## src/rtl/pet_action_scheduler.sv

```systemverilog
// pet_action_scheduler: turns debounced button presses into timed, mutually
// exclusive command levels for the central pet FSM.
// Optional build macro: ARB_ROUND_ROBIN_EN (round-robin arbitration when defined,
// fixed priority awake > feed > sleep > play otherwise).
module pet_action_scheduler #(
   parameter int HOLD_MS     = 3,
   parameter int PLAY_MAX_MS = 8,
   parameter int COOLDOWN_MS = 2,
   parameter int LONG_MS     = 5
) (
   input  logic       clk,
   input  logic       rst,
   input  logic       tick_ms,
   input  logic       btn_sleep,
   input  logic       btn_awake,
   input  logic       btn_feed,
   input  logic       btn_play,
   input  logic       btn_test,
   input  logic       giro,
   input  logic [3:0] test_sel,
   output logic       cmd_sleep,
   output logic       cmd_awake,
   output logic       cmd_feed,
   output logic       cmd_play,
   output logic       cmd_test,
   output logic [3:0] test_code,
   output logic       busy,
   output logic [3:0] pending
);

   localparam int MAX_AB  = (HOLD_MS > PLAY_MAX_MS) ? HOLD_MS : PLAY_MAX_MS;
   localparam int MAX_CD  = (COOLDOWN_MS > LONG_MS) ? COOLDOWN_MS : LONG_MS;
   localparam int MAX_ALL = (MAX_AB > MAX_CD) ? MAX_AB : MAX_CD;
   localparam int CW      = $clog2(MAX_ALL) + 1;

   // Source indices inside the request/grant vectors: {play, sleep, feed, awake}
   localparam int IDX_SLEEP = 2;
   localparam int IDX_PLAY  = 3;

   typedef enum logic [2:0] {
      S_IDLE,
      S_GRANT,
      S_COOLDOWN,
      S_TEST_ARM,
      S_TEST
   } state_t;

   state_t        state_reg, state_next;
   logic [CW-1:0] cnt_reg, cnt_next, cnt_inc;
   logic [3:0]    pend_reg, pend_next;
   logic [3:0]    prev_reg;
   logic [3:0]    cmd_reg, cmd_next;
   logic          primed_reg;
   logic          rel_reg, rel_next;
   logic          cmd_test_reg;
   logic [3:0]    code_reg;
   logic          busy_reg;
   logic [3:0]    btn_vec;
   logic [3:0]    rises;
   logic          capture;
   logic          conflict;
   logic          win_valid;
   logic [1:0]    win_idx;
   logic          grant_done;

   assign btn_vec  = {btn_play, btn_sleep, btn_feed, btn_awake};
   // primed_reg masks the first cycle after reset so levels held through
   // reset are not mistaken for fresh presses.
   assign rises    = primed_reg ? (btn_vec & ~prev_reg) : 4'd0;
   assign capture  = (state_reg == S_IDLE) || (state_reg == S_GRANT) ||
                     (state_reg == S_COOLDOWN);
   assign conflict = pend_reg[IDX_SLEEP] & pend_reg[IDX_PLAY];
   assign cnt_inc  = (cnt_reg == {CW{1'b1}}) ? cnt_reg : cnt_reg + 1'b1;

`ifdef ARB_ROUND_ROBIN_EN
   logic [1:0] ptr_reg, ptr_next;
   logic [1:0] rr_idx;

   // Round-robin pick: search starts at ptr_reg, the slot after the last grant
   always_comb begin
      win_valid = 1'b0;
      win_idx   = 2'd0;
      rr_idx    = 2'd0;
      for (int k = 3; k >= 0; k--) begin
         rr_idx = ptr_reg + 2'(k);
         if (pend_reg[rr_idx]) begin
            win_valid = 1'b1;
            win_idx   = rr_idx;
         end
      end
   end
`else
   // Fixed-priority pick: lowest index (awake) wins
   always_comb begin
      win_valid = 1'b0;
      win_idx   = 2'd0;
      for (int i = 3; i >= 0; i--) begin
         if (pend_reg[i]) begin
            win_valid = 1'b1;
            win_idx   = 2'(i);
         end
      end
   end
`endif

   // Grant-end condition: fixed hold for most sources, giro-extended for play
   always_comb begin
      if (cmd_reg[IDX_PLAY]) begin
         grant_done = (cnt_reg == CW'(PLAY_MAX_MS - 1)) ||
                      ((cnt_reg >= CW'(HOLD_MS - 1)) && !giro);
      end else begin
         grant_done = (cnt_reg == CW'(HOLD_MS - 1));
      end
   end

   // Next-state, counter, pending and grant decode
   always_comb begin
      state_next = state_reg;
      cnt_next   = cnt_reg;
      pend_next  = pend_reg | (capture ? rises : 4'd0);
      cmd_next   = cmd_reg;
      rel_next   = rel_reg;
`ifdef ARB_ROUND_ROBIN_EN
      ptr_next   = ptr_reg;
`endif
      case (state_reg)
         S_IDLE: begin
            cmd_next = 4'd0;
            if (conflict) begin
               // Contradictory sleep+play requests cancel each other
               pend_next[IDX_SLEEP] = 1'b0;
               pend_next[IDX_PLAY]  = 1'b0;
            end else if (win_valid) begin
               state_next         = S_GRANT;
               cmd_next[win_idx]  = 1'b1;
               pend_next[win_idx] = 1'b0;
               cnt_next           = '0;
`ifdef ARB_ROUND_ROBIN_EN
               ptr_next           = win_idx + 2'd1;
`endif
            end else if (btn_test) begin
               state_next = S_TEST_ARM;
               cnt_next   = '0;
            end
         end
         S_GRANT: begin
            if (tick_ms) begin
               if (grant_done) begin
                  state_next = S_COOLDOWN;
                  cmd_next   = 4'd0;
                  cnt_next   = '0;
               end else begin
                  cnt_next = cnt_inc;
               end
            end
         end
         S_COOLDOWN: begin
            cmd_next = 4'd0;
            if (tick_ms) begin
               if (cnt_reg == CW'(COOLDOWN_MS - 1)) begin
                  state_next = S_IDLE;
                  cnt_next   = '0;
               end else begin
                  cnt_next = cnt_inc;
               end
            end
         end
         S_TEST_ARM: begin
            cmd_next = 4'd0;
            if (!btn_test) begin
               state_next = S_IDLE;
               cnt_next   = '0;
            end else if (tick_ms) begin
               if (cnt_reg == CW'(LONG_MS - 1)) begin
                  state_next = S_TEST;
                  cnt_next   = '0;
                  pend_next  = 4'd0;
                  rel_next   = 1'b0;
               end else begin
                  cnt_next = cnt_inc;
               end
            end
         end
         S_TEST: begin
            cmd_next = 4'd0;
            // Exit needs a release first, then a fresh long hold
            if (!btn_test) begin
               rel_next = 1'b1;
               cnt_next = '0;
            end else if (rel_reg && tick_ms) begin
               if (cnt_reg == CW'(LONG_MS - 1)) begin
                  state_next = S_COOLDOWN;
                  cnt_next   = '0;
                  rel_next   = 1'b0;
               end else begin
                  cnt_next = cnt_inc;
               end
            end
         end
         default: begin
            state_next = S_IDLE;
            cnt_next   = '0;
            cmd_next   = 4'd0;
         end
      endcase
   end

   // State and datapath registers with synchronous active-low reset
   always_ff @(posedge clk) begin
      if (!rst) begin
         state_reg    <= S_IDLE;
         cnt_reg      <= '0;
         pend_reg     <= 4'd0;
         prev_reg     <= 4'd0;
         cmd_reg      <= 4'd0;
         primed_reg   <= 1'b0;
         rel_reg      <= 1'b0;
         cmd_test_reg <= 1'b0;
         code_reg     <= 4'd0;
         busy_reg     <= 1'b0;
`ifdef ARB_ROUND_ROBIN_EN
         ptr_reg      <= 2'd0;
`endif
      end else begin
         state_reg    <= state_next;
         cnt_reg      <= cnt_next;
         pend_reg     <= pend_next;
         prev_reg     <= btn_vec;
         cmd_reg      <= cmd_next;
         primed_reg   <= 1'b1;
         rel_reg      <= rel_next;
         cmd_test_reg <= (state_next == S_TEST);
         code_reg     <= (state_next == S_TEST) ? test_sel : 4'd0;
         busy_reg     <= (state_next == S_GRANT) || (state_next == S_COOLDOWN) ||
                         (state_next == S_TEST);
`ifdef ARB_ROUND_ROBIN_EN
         ptr_reg      <= ptr_next;
`endif
      end
   end

   assign cmd_awake = cmd_reg[0];
   assign cmd_feed  = cmd_reg[1];
   assign cmd_sleep = cmd_reg[2];
   assign cmd_play  = cmd_reg[3];
   assign cmd_test  = cmd_test_reg;
   assign test_code = code_reg;
   assign busy      = busy_reg;
   assign pending   = pend_reg;

endmodule
```

## config.mk

```make
export PLATFORM = sky130hd
export DESIGN_NAME = pet_action_scheduler
export DESIGN_NICKNAME = d
export VERILOG_FILES = /design/src/rtl/pet_action_scheduler.sv
export SDC_FILE = /design/constraint.sdc
export NUM_CORES = 1
export LEC_CHECK = 0
export CAP_MARGIN = 25
export CELL_PAD_IN_SITES_DETAIL_PLACEMENT = 1
export CELL_PAD_IN_SITES_GLOBAL_PLACEMENT = 1
export CORE_MARGIN = 1
export CORE_UTILIZATION = 46
export DETAILED_ROUTE_END_ITERATION = 8
export DONT_BUFFER_PORTS = 1
export PLACE_DENSITY_LB_ADDON = 0.1
export SLEW_MARGIN = 40
export SYNTH_ARGS = -nofsm -noshare
export SYNTH_HDL_FRONTEND = slang
export SYNTH_SLANG_ARGS = --single-unit
```

## constraint.sdc

```tcl
create_clock -name clk -period 2.2 [get_ports clk]
set_input_delay 0.44 -clock clk [delete_from_list [all_inputs] [get_ports clk]]
set_output_delay 0.44 -clock clk [all_outputs]
set_load 0.01 [all_outputs]
```

# After elaboration in Yosys (flattened, before gate mapping)

Index checks and enable logic that the tools add are counted.

Muxes and demuxes: 60
Bitwise logic cells: 6
Equality and inequality tests: 21
Add/sub/neg operators: 1
Reductions and logical operators: 15
Order comparisons: 3

Operator list:

| operator                                                          | number |
|---|---|
| two-way mux 4 bit                                                 | 23 |
| two-way mux 3 bit                                                 | 13 |
| case mux 4 bit (5 select lines)                                   | 1 |
| case mux 4 bit (2 select lines)                                   | 2 |
| case mux 3 bit (5 select lines)                                   | 1 |
| two-way mux 1 bit                                                 | 12 |
| two-way mux 2 bit                                                 | 6 |
| != test 2 bit, second input constant                              | 6 |
| == test 3 x 2 -> 1 bit, second input constant                     | 3 |
| != test 3 bit, second input constant                              | 3 |
| AND 4 bit                                                         | 2 |
| == test 4 x 3 -> 1 bit, second input constant                     | 2 |
| inverter 4 bit                                                    | 2 |
| == test 3 x 1 -> 1 bit, second input constant                     | 2 |
| == test 3 bit, second input constant                              | 2 |
| AND reduction 6 bit                                               | 1 |
| logical OR 1 bit                                                  | 5 |
| adder 4 x 1 -> 4 bit, second input constant                       | 1 |
| == test 4 x 1 -> 1 bit, second input constant                     | 1 |
| == test 4 x 2 -> 1 bit, second input constant                     | 1 |
| == test 4 bit, second input constant                              | 1 |
| greater-or-equal comparator 4 x 2 -> 1 bit, second input constant | 1 |
| bitwise OR 4 bit                                                  | 1 |
| AND reduction 2 bit                                               | 2 |
| other kinds (10)                                                  | 12 |

Input bits: 13
Output and inout port bits: 14
Word-level logic and storage cells: 116
Flip-flop bits (word level): 27

# Logic depth before layout (Yosys ltp)

Gate-level depths: netlist of the first run.

Word-level depth: 13
Gate-level depth with buffers: 7

# Worst setup path after synthesis of the first run

No wires, ideal clock.

Path kind: register to register
Start: register cnt_reg[0]
End: register busy_reg, in the netlist busy
Buffers on the path: 0
Clock period less this slack: 1.978 ns
Cell stages (with the launch flop): 8
Library setup time: 0.122 ns
Arrival: 1.857 ns
Required time: 2.078 ns
Slack: 0.222 ns
Cell sequence: dfxtp_1 inv_1 ha_1 or3b_2 or2b_2 a311oi_1 nand3_1 o311a_1

Cells in the longest elaborated chain, start to end: 10

Ends and longest elaborated chain:

| item                                                                    | line | text |
|---|---|---|
| start, declared                                                         | 49   | `logic [CW-1:0] cnt_reg, cnt_next, cnt_inc;` |
| start signal, assigned                                                  | 226  | `cnt_reg <= cnt_next;` |
| greater-or-equal comparator 4 x 2 -> 1 bit                              | 110  | `((cnt_reg >= CW'(HOLD_MS - 1)) && !giro);` |
| logical AND 1 bit                                                       | 110  |  |
| logical OR 1 bit                                                        | 109  | `grant_done = (cnt_reg == CW'(PLAY_MAX_MS - 1)) \|\|` |
| two-way mux 1 bit                                                       | 108  | `if (cmd_reg[IDX_PLAY]) begin` |
| two-way mux 3 bit                                                       | 148  | `if (grant_done) begin` |
| two-way mux 3 bit                                                       | 147  | `if (tick_ms) begin` |
| case mux 3 bit (5 select lines) *                                       | 126  | `case (state_reg)` |
| == test 3 x 1 -> 1 bit / == test 3 x 2 -> 1 bit (equally long branches) | 234  | `busy_reg <= (state_next == S_GRANT) \|\| (state_next == S_COOLDOWN) \|\|` |
| logical OR 1 bit                                                        | 234  |  |
| logical OR 1 bit *                                                      | 234  |  |
| end signal, assigned                                                    | 234  |  |
| end, declared                                                           | 57   | `logic busy_reg;` |

Every way passes the cells marked *; elsewhere a longest branch is shown, timed or not.
A chain may end at the register's enable or synchronous reset.

# Worst setup path in the final report of the first run

Start: register cnt_reg[0]
End: register cnt_reg[2]

Cells in the longest elaborated chain, start to end: 7

Ends and longest elaborated chain:

| item                                       | line |
|---|---|
| greater-or-equal comparator 4 x 2 -> 1 bit | 110 |
| logical AND 1 bit                          | 110 |
| logical OR 1 bit                           | 109 |
| two-way mux 1 bit                          | 108 |
| two-way mux 4 bit                          | 148 |
| two-way mux 4 bit                          | 147 |
| case mux 4 bit (5 select lines) *          | 126 |

Every way passes the cells marked *; elsewhere a longest branch is shown, timed or not. The select of a mux whose other input is x is not followed.

==> impl_metrics.csv, run 1 <==
group,metric,value,unit
status,outcome,"finished clean",
floorplanning,die-area,3390,um2
timing,rsz0062_at_grt,"false",
cells_and_area,nets,186,
worst_hold_path,hold_class,"in -> reg",
critical_path,start_kind,"flip-flop",
timing,fin_worst_skew,0.00949,ns
critical_path,crit_chain,"inv_1, ha_2, or3b_2, a32oi_1, o211ai_1, a41oi_1, nor3_1",
clock_tree,cts-htree-levels,1,
placed_design,place_hpwl,2660,um
timing,drv_slew,0,
synthesis,syn_nets,186,
clock_tree,path_clk_slew,0.14,ns
critical_path,crit_type,"reg -> reg",
global_routing,grtUsageMet1,30.2,%
synthesis,synth_cells,169,
route,vias,1273,
pwr,worst_ir_drop_vdd,0.385,mV
timing,timing.slew.headroom,58.9,%
timing,worst_slew_pin_slew,0.614,ns
route,viasPerCell,6.00,
pwr,leakagePower,0.573,nW
synthesis,synth.top_cells.by_area,"dfxtp_1 37%, nor2_1 5.4%, a32oi_1 4.2%, ha_1 3.4%, nand2_1 3.1%",
route,first_iter_violations,52,
run,maxCapViolCount,0,
timing,hold_violations,0,
synthesis,synthTopCellsByCount,"27 x dfxtp_1, 21 x nor2_1, 12 x nand2_1, 10 x inv_1, 7 x a32oi_1",
global_routing,grt_pass1_vias,1221,
synthesis,synth_area,1460,um2
synthesis,synth-main-ff-cell,"dfxtp_1",
synthesis,muxShareOfSynthArea,0,%
pwr,pwr_density_cell,804,nW/um2
floorplanning,die_x,58.2,um
global_routing,grt_busiest_layer,"met2",
synthesis,async_flop_share,0,%
route,ant_nets,0,
route,wl_per_cell,16.8,um
floorplanning,floorplan.rows,20,
critical_path,crit_path_max_fanout,7,
placed_design,placedInstanceArea,1460,um2
global_routing,grt_usage,23.0,%
route,drt_first_pass_iters,4,
clock_tree,clkLatencyLatePin,0.32,ns
clock_tree,cts_tree,"yes",
critical_path,crit_slowest_cell,"or3b_2",
cells_and_area,nFillCells,375,
cells_and_area,antenna_cells,0,
route,drc_errors,0,
cells_and_area,area_growth,3.27,%
placed_design,gp_congestion,0.826,
timing,fin_crit,2.06,ns
placed_design,io_buffers,0,
timing,finalSetupViolations,0,
critical_path,critPathCaptureType,"flip-flop",
clock_tree,clockBufferDepth,2,
global_routing,grt_max_degree,15,
timing,max_freq,485,MHz
global_routing,grt_use_met2,38.4,%
synthesis,netlist.top_cell.by_area,"dfxtp_1",
critical_path,worstPathRequired,2.40,ns
global_routing,antenna_found_initial,0,
cells_and_area,layout-drive-gt1-share,11.3,%
floorplanning,initial_core_util,48.1,%
synthesis,yosys_warnings,0,
synthesis,synth_top_family_by_area,"simple AND/OR/NAND/NOR gates",
timing,min_period_over_period,93.8,%
synthesis,synth.distinct_cells,52,
synthesis,yosys.area_share.xor_xnor,0.602,%
clock_tree,numCtsBuffers,3,
cells_and_area,final_core_util,49.6,%
global_routing,grt_pass1_wl,5970,um
synthesis,seq_area_frac_synth,37.1,%
synthesis,synth_simple_gate_area_share,30.3,%
floorplanning,num_io_pins,27,
route,routed_wl,3570,um
floorplanning,die_y,58.2,um
floorplanning,core_region_area,3030,um2
synthesis,synth-adder-area-share,3.44,%
synthesis,synth-edff-count,0,
timing,setup-tns-final,0,ns
synthesis,synth-compound-area-share,20.9,%
synthesis,synth_area_per_cell,8.61,um2
synthesis,yosys.area.top_type_share,37.1,%
critical_path,slowest_delay,0.45,ns
synthesis,synth_most_common_cell,"dfxtp_1",
synthesis,synth.ff_latch_count,27,
clock_tree,root_buffer,"clkbuf_4",
global_routing,overflow,0,
global_routing,met3_usage,5.80,%
critical_path,cp.arrival,2.27,ns
cells_and_area,fin_area,1500,um2
clock_tree,cts_sinks,27,
## what timing repair did
action | in CTS | in global routing
buffers inserted | 0 | 1
setup endpoints to repair | 0 | 10
gates resized for setup | 0 | 5
hold buffers | 0 | 0
## routing by layer
layer / part of all wire, % / vias up / wire length [um]
li1: - / 619 / -
met1: 48 / 635 / 1720
met2: 48 / 17 / 1700
met3: 3.7 / 2 / 131
met4: 0.48 / 0 / 17
met5: 0 / - / 0
## through the flow
stage	std cells	hold WS [ns]	worst slack, ns	power [W]
after floorplan	169	0.468	0.222	0.000908
after global placement	207	0.468	0.141	0.000982
after detailed placement	207	0.469	0.0827	0.00100
after CTS	211	0.126	0.0589	0.00121
after global routing	212	0.104	0.0297	0.00129
final	212	0.130	0.137	0.00121
## power breakdown
part	switching (W)	internal, W	leakage [nW]
Clock	0.000137	0.0000710	0.0150
Combinational	0.000222	0.000175	0.336
Sequential	0.0000749	0.000529	0.222
## final cells by class
| class | instances | area, um2 | area share (%) |
|---|---|---|---|
| inverter | 11 | 41.3 | 2.75 |
| timing repair buffer | 3 | 22.5 | 1.50 |
| sequential | 27 | 546 | 36.3 |
| tap | 44 | 55.1 | 3.66 |
| multi-input combinational | 123 | 812 | 54.0 |
| clock buffer | 4 | 26.3 | 1.75 |
## cells by family (layout without fill, tap and decap cells)
logic type                 after synthesis  count (layout)
DFF                                     27              27
and+or+nand+nor                         77              77
xor gates and xnor gates                 1               1
buffers and inverters                   19              18
AOI/OAI and AO/OA                       41              41
adders and majority gates                4               4
## worst paths after layout
path / startpoint / to / slack [ns] / cells past startpoint
min reg2reg: prev_reg[1] / pending[1] / 0.53 / 3
min: rst / primed_reg / 0.13 / 0
max: cnt_reg[0] / cnt_reg[2] / 0.14 / 7
max reg2reg: cnt_reg[0] / cnt_reg[2] / 0.14 / 7
## layout by cell type, fill, tap and decap left out, types with 2 or more instances in the layout
cell type	synthesis	routed
clkbuf_4	0	3
nand3_1	6	6
nor2_1	21	21
and2_1	6	6
nand2_1	12	12
o21a_1	2	2
nand4_1	2	2
a31oi_1	3	2
buf_4	3	3
a41oi_1	4	4
nor4b_1	3	3
a32oi_1	7	7
nor3_1	6	6
o21ai_0	3	3
dfxtp_1	27	25
a22oi_1	3	3
ha_1	4	3
a21oi_1	6	6
inv_1	10	10
o211ai_1	2	2
and3_1	3	3
nand3b_1	4	4
## critical path: cells and delay by family (launching register included)
kind / cells / cell delay [ns]
compound gates: 3 / 0.76
fa+ha+maj: 1 / 0.19
buf+inv: 1 / 0.11
flops: 1 / 0.38
simple gates: 2 / 0.52
No activity file was read; power rests on OpenSTA's default activity.
==> inputs of run 2 (changes only) <==
- CORE_UTILIZATION: 46 -> 49
- HOLD_SLACK_MARGIN: unset -> 0.12
- clock period: 2.2 -> 2.5 ns (I/O delays scaled with it)
==> run 2 against run 1 <==
  * Clock-buffer cell count is the same
  * Hold slack better by 0.068 ns
  * Cell area decreased by 3.5%
  * Clock skew decreased by 0.0076 ns
  * Critical endpoint is now busy
  * Highest routed layer unchanged
==> impl_metrics.csv, run 2 (synthesis gave the netlist of run 1 again) <==
group,metric,value,unit
clock_tree,path_clk_slew,0.13,ns
floorplanning,floorplan.rows,19,
critical_path,slowest_delay,0.46,ns
pwr,swShare,36.1,%
critical_path,start_kind,"flip-flop",
clock_tree,cts_resized,0,
route,first_iter_violations,111,
clock_tree,clkLatencyLatePin,0.31,ns
floorplanning,initial_core_util,52.3,%
timing,fin_worst_skew,0.00184,ns
global_routing,overflow,0,
worst_hold_path,holdPathStages,0,
route,drt_first_pass_iters,4,
route,drc_errors,0,
floorplanning,die-area,3190,um2
route,wl_per_cell,17.7,um
timing,hold_violations,0,
cells_and_area,seq_area,541,um2
placed_design,place_hpwl,2660,um
critical_path,worstPathRequired,2.72,ns
cells_and_area,mostFrequentLayoutCells,"27 x dfxtp_1, 21 x nor2_1, 12 x nand2_1, 10 x inv_1, 7 x a32oi_1",
worst_hold_path,hold_class,"in -> reg",
global_routing,antenna_found_initial,0,
cells_and_area,antenna_cells,0,
cells_and_area,area_growth,-0.344,%
placed_design,io_buffers,0,
clock_tree,numCtsBuffers,3,
floorplanning,die_y,56.5,um
clock_tree,cts_tree,"yes",
placed_design,gp_congestion,0.833,
route,ant_nets,0,
worst_hold_path,holdPathEnd,"primed_reg",
pwr,power.share.clock,17.2,%
critical_path,cp_top_family,"simple AND/OR/NAND/NOR gates",
critical_path,crit_slowest_cell,"dfxtp_1",
critical_path,crit_chain,"inv_1, ha_1, or3b_2, or2b_2, a311oi_1, nand3_1, o311a_1",
run,maxCapViolCount,0,
cells_and_area,final_common_cell,"dfxtp_1",
cells_and_area,multiInputGateArea,803,um2
critical_path,cp.arrival,2.41,ns
critical_path,crit_type,"reg -> reg",
critical_path,r2r-end,"busy",
timing,timing.slew.headroom,51.1,%
floorplanning,core_region_area,2780,um2
clock_tree,clockBufferDepth,2,
timing,drv_slew,0,
pwr,internal_power,0.000667,W
critical_path,critPathCaptureType,"flip-flop",
critical_path,r2r_slack,0.31,ns
timing,rsz0062_at_grt,"false",
worst_hold_path,min_from,"rst",
pwr,p_seq_share,50.8,%
clock_tree,root_buffer,"clkbuf_4",
cells_and_area,nets,183,
route,routed_wl,3470,um
global_routing,grt_usage,23.8,%
cells_and_area,nFillCells,351,
pwr,switchingPower,0.000377,W
timing,finalSetupViolations,0,
global_routing,grt_pass1_wl,5930,um
clock_tree,cts-htree-levels,1,
timing,setup-tns-final,0,ns
critical_path,reg2reg_depth,7,
pwr,leakagePower,0.557,nW
floorplanning,num_io_pins,27,
global_routing,grt_max_degree,15,
clock_tree,ctsHoldBuffers,0,
cells_and_area,layout-drive-gt1-share,7.27,%
global_routing,grt_pass1_vias,1266,
pwr,pwr_density_cell,720,nW/um2
placed_design,dpl_worst_slack,0.337,ns
timing,fin_crit,2.19,ns
clock_tree,cts_sinks,27,
pwr,worst_ir_drop_vdd,0.444,mV
route,vias,1237,
timing,min_period_over_period,87.6,%
critical_path,crit_buf_inv,1,
floorplanning,die_x,56.5,um
critical_path,rr_startpoint,"cnt_reg[0]",
critical_path,crit_path_max_fanout,6,
timing,worst_slew_pin_slew,0.728,ns
timing,timing.final.ws_setup,0.311,ns
pwr,power_frac_comb,31.9,%
timing,max_freq,457,MHz
status,outcome,"finished clean",
clock_tree,cts_setup_buffers,0,
route,viasPerCell,6.31,
## run 2: changes by cell type in the layout (fill, tap and decap cells not counted), sizes merged
cell | previous run | this run
buf | 3 | 0
## run 2: worst max path at each step
stage                           from  cells after the start  slack [ns]          to
after detailed placement  cnt_reg[0]                      7        0.34        busy
final                     cnt_reg[0]                      7        0.31        busy
after floorplan           cnt_reg[0]                      7        0.52        busy
after global routing      cnt_reg[0]                      7        0.17  cmd_reg[0]
after CTS                 cnt_reg[0]                      7        0.31        busy
after global placement    cnt_reg[0]                      7        0.44        busy
## run 2: per-layer routing
metal	track usage [%]	up-vias	part of all wire (%)
met4	12.9	0	2.2
li1	-	618	-
met1	31.5	581	48
met5	0	-	0
met3	4.61	8	4.5
met2	36.3	30	46
## run 2: stage by stage
step / utilization [%] / power (W) / instances / area, um2 / hold WS (ns)
floorplan: - / 0.000799 / 169 / 1460 / 0.484
global placement: 51.2 / 0.000845 / 192 / 1420 / 0.495
detailed placement: 51.2 / 0.000871 / 192 / 1420 / 0.509
CTS: 52.1 / 0.00105 / 196 / 1450 / 0.187
global route: 52.1 / 0.00110 / 196 / 1450 / 0.179
finish: 52.1 / 0.00104 / 196 / 1450 / 0.198
## run 2: layout make-up
cell class                      count  share of cell area [%]
Inverter                           11                    2.85
Multi-Input combinational cell    123                    55.4
Clock buffer                        4                    1.81
Sequential cell                    27                    37.3
Tap cell                           31                    2.67
## run 2: power by group through the flow
stage	Combinational [W]	Clock (W)	Sequential, W
finish	0.000333	0.000180	0.000530
global route	0.000375	0.000194	0.000536
CTS	0.000334	0.000186	0.000529
detailed placement	0.000332	0	0.000539
global placement	0.000312	0	0.000534
floorplan	0.000295	0	0.000504
==> inputs of run 3 (changes only) <==
- PLACE_DENSITY: unset -> 0.87
- PLACE_DENSITY_LB_ADDON: 0.1 -> unset
- clock period: 2.5 -> 2.7 ns (I/O delays scaled with it)
==> run 3 against run 2 <==
  * Routed wire length rose by 10%
  * Clock-buffer cell count is the same
  * Via count increased by 1.5%
  * Critical endpoint unchanged
  * Largest cell class unchanged
  * Flip-flop and latch count unchanged
  * Clock skew up 0.0059 ns
==> impl_metrics.csv, run 3 (synthesis gave the netlist of run 1 again) <==
group,metric,value,unit
status,outcome,"finished clean",
global_routing,grt_pass1_vias,1276,
global_routing,overflow,0,
timing,fin_crit,2.29,ns
floorplanning,die_y,56.5,um
route,drt_first_pass_iters,4,
cells_and_area,instances_no_fill,196,
clock_tree,clockBufferDepth,2,
placed_design,placedInstanceArea,1420,um2
timing,fin_worst_skew,0.00777,ns
placed_design,io_buffers,0,
critical_path,crit_path_max_fanout,6,
clock_tree,cts_resized,0,
floorplanning,die-area,3190,um2
run,maxCapViolCount,0,
timing,hold_violations,0,
placed_design,place_hpwl,2850,um
cells_and_area,nets,183,
pwr,leakagePower,0.557,nW
timing,min_period_over_period,84.8,%
route,wl_per_cell,19.5,um
clock_tree,cts_setup_buffers,0,
timing,fin_hold_ws,0.231,ns
route,drc_errors,0,
cells_and_area,area_growth,-0.344,%
timing,max_freq,437,MHz
clock_tree,cts-htree-levels,1,
global_routing,antenna_found_initial,0,
floorplanning,num_io_pins,27,
critical_path,start_kind,"flip-flop",
clock_tree,numCtsBuffers,3,
route,ant_nets,0,
timing,setup-tns-final,0,ns
critical_path,critPathCaptureType,"flip-flop",
timing,timing.slew.headroom,56.7,%
critical_path,worstPathRequired,2.93,ns
global_routing,grt_max_degree,15,
clock_tree,path_clk_slew,0.14,ns
pwr,pwr_density_cell,675,nW/um2
timing,drv_slew,0,
cells_and_area,final_core_util,52.1,%
pwr,worst_ir_drop_vdd,0.540,mV
floorplanning,core_region_area,2780,um2
floorplanning,floorplan.rows,19,
cells_and_area,layout-drive-gt1-share,7.27,%
cells_and_area,antenna_cells,0,
route,first_iter_violations,55,
route,viasPerCell,6.41,
clock_tree,cts_sinks,27,
clock_tree,clkLatencyLatePin,0.32,ns
global_routing,grt_pass1_wl,6090,um
critical_path,crit_type,"reg -> reg",
timing,rsz0062_at_grt,"false",
clock_tree,cts_tree,"yes",
cells_and_area,mostFrequentLayoutCells,"27 x dfxtp_1, 21 x nor2_1, 12 x nand2_1, 10 x inv_1, 7 x a32oi_1",
critical_path,cp.arrival,2.52,ns
worst_hold_path,hold_class,"in -> reg",
timing,finalSetupViolations,0,
placed_design,placed_cells,192,
clock_tree,ctsHoldBuffers,0,
route,routed_wl,3830,um
cells_and_area,fin_area,1450,um2
cells_and_area,final_common_cell,"dfxtp_1",
route,vias,1256,
floorplanning,initial_core_util,52.3,%
clock_tree,root_buffer,"clkbuf_4",
timing,worst_slew_pin_slew,0.645,ns
floorplanning,die_x,56.5,um
global_routing,grt_usage,25.0,%
placed_design,gp_congestion,0.794,
run 3: cell counts in the layout (fill, tap and decap cells not counted):
No cell type changed its count.
run 3: metrics by stage:
step           worst slack (ns)  total power [W]
2_1_floorplan             0.722         0.000740
3_3_place_gp              0.618         0.000785
3_5_place_dp              0.457         0.000810
4_1_cts                   0.407         0.000986
5_1_grt                   0.268          0.00103
6_report                  0.409         0.000979
run 3: cell type report:
class                           instances  area, um2
Sequential cell                        27        541
Inverter                               11       41.3
Multi-Input combinational cell        123        803
Fill cell                             361       1330
Clock buffer                            4       26.3
Tap cell                               31       38.8
run 3: critical path, cell delays in order (launching register included):
cell      delay [ns]
dfxtp_1         0.46
inv_1           0.11
ha_1            0.25
or3b_2          0.21
or2b_2          0.32
a311oi_1        0.39
nand3_1         0.16
o311a_1         0.31
run 3: power breakdown:
part,switching (W),leakage (nW),internal (W)
Combinational,0.000187,0.321,0.000130
Clock,0.000114,0.0150,0.0000578
Sequential,0.0000621,0.221,0.000428
run 3: layer usage:
| metal | track usage, % | share of wire, % |
|---|---|---|
| met5 | 0 | 0 |
| met4 | 6.62 | 0.78 |
| met3 | 6.45 | 4.3 |
| met2 | 43.5 | 51 |
| met1 | 30.3 | 44 |
run 3: path summary, 6_finish.rpt:
check | from | endpoint | slack (ns) | depth (start not counted)
worst min-delay path | rst | primed_reg | 0.23 | 0
worst min register to register | prev_reg[1] | pending[1] | 0.52 | 3
worst max register to register | cnt_reg[0] | busy | 0.41 | 7
worst max-delay path | cnt_reg[0] | busy | 0.41 | 7
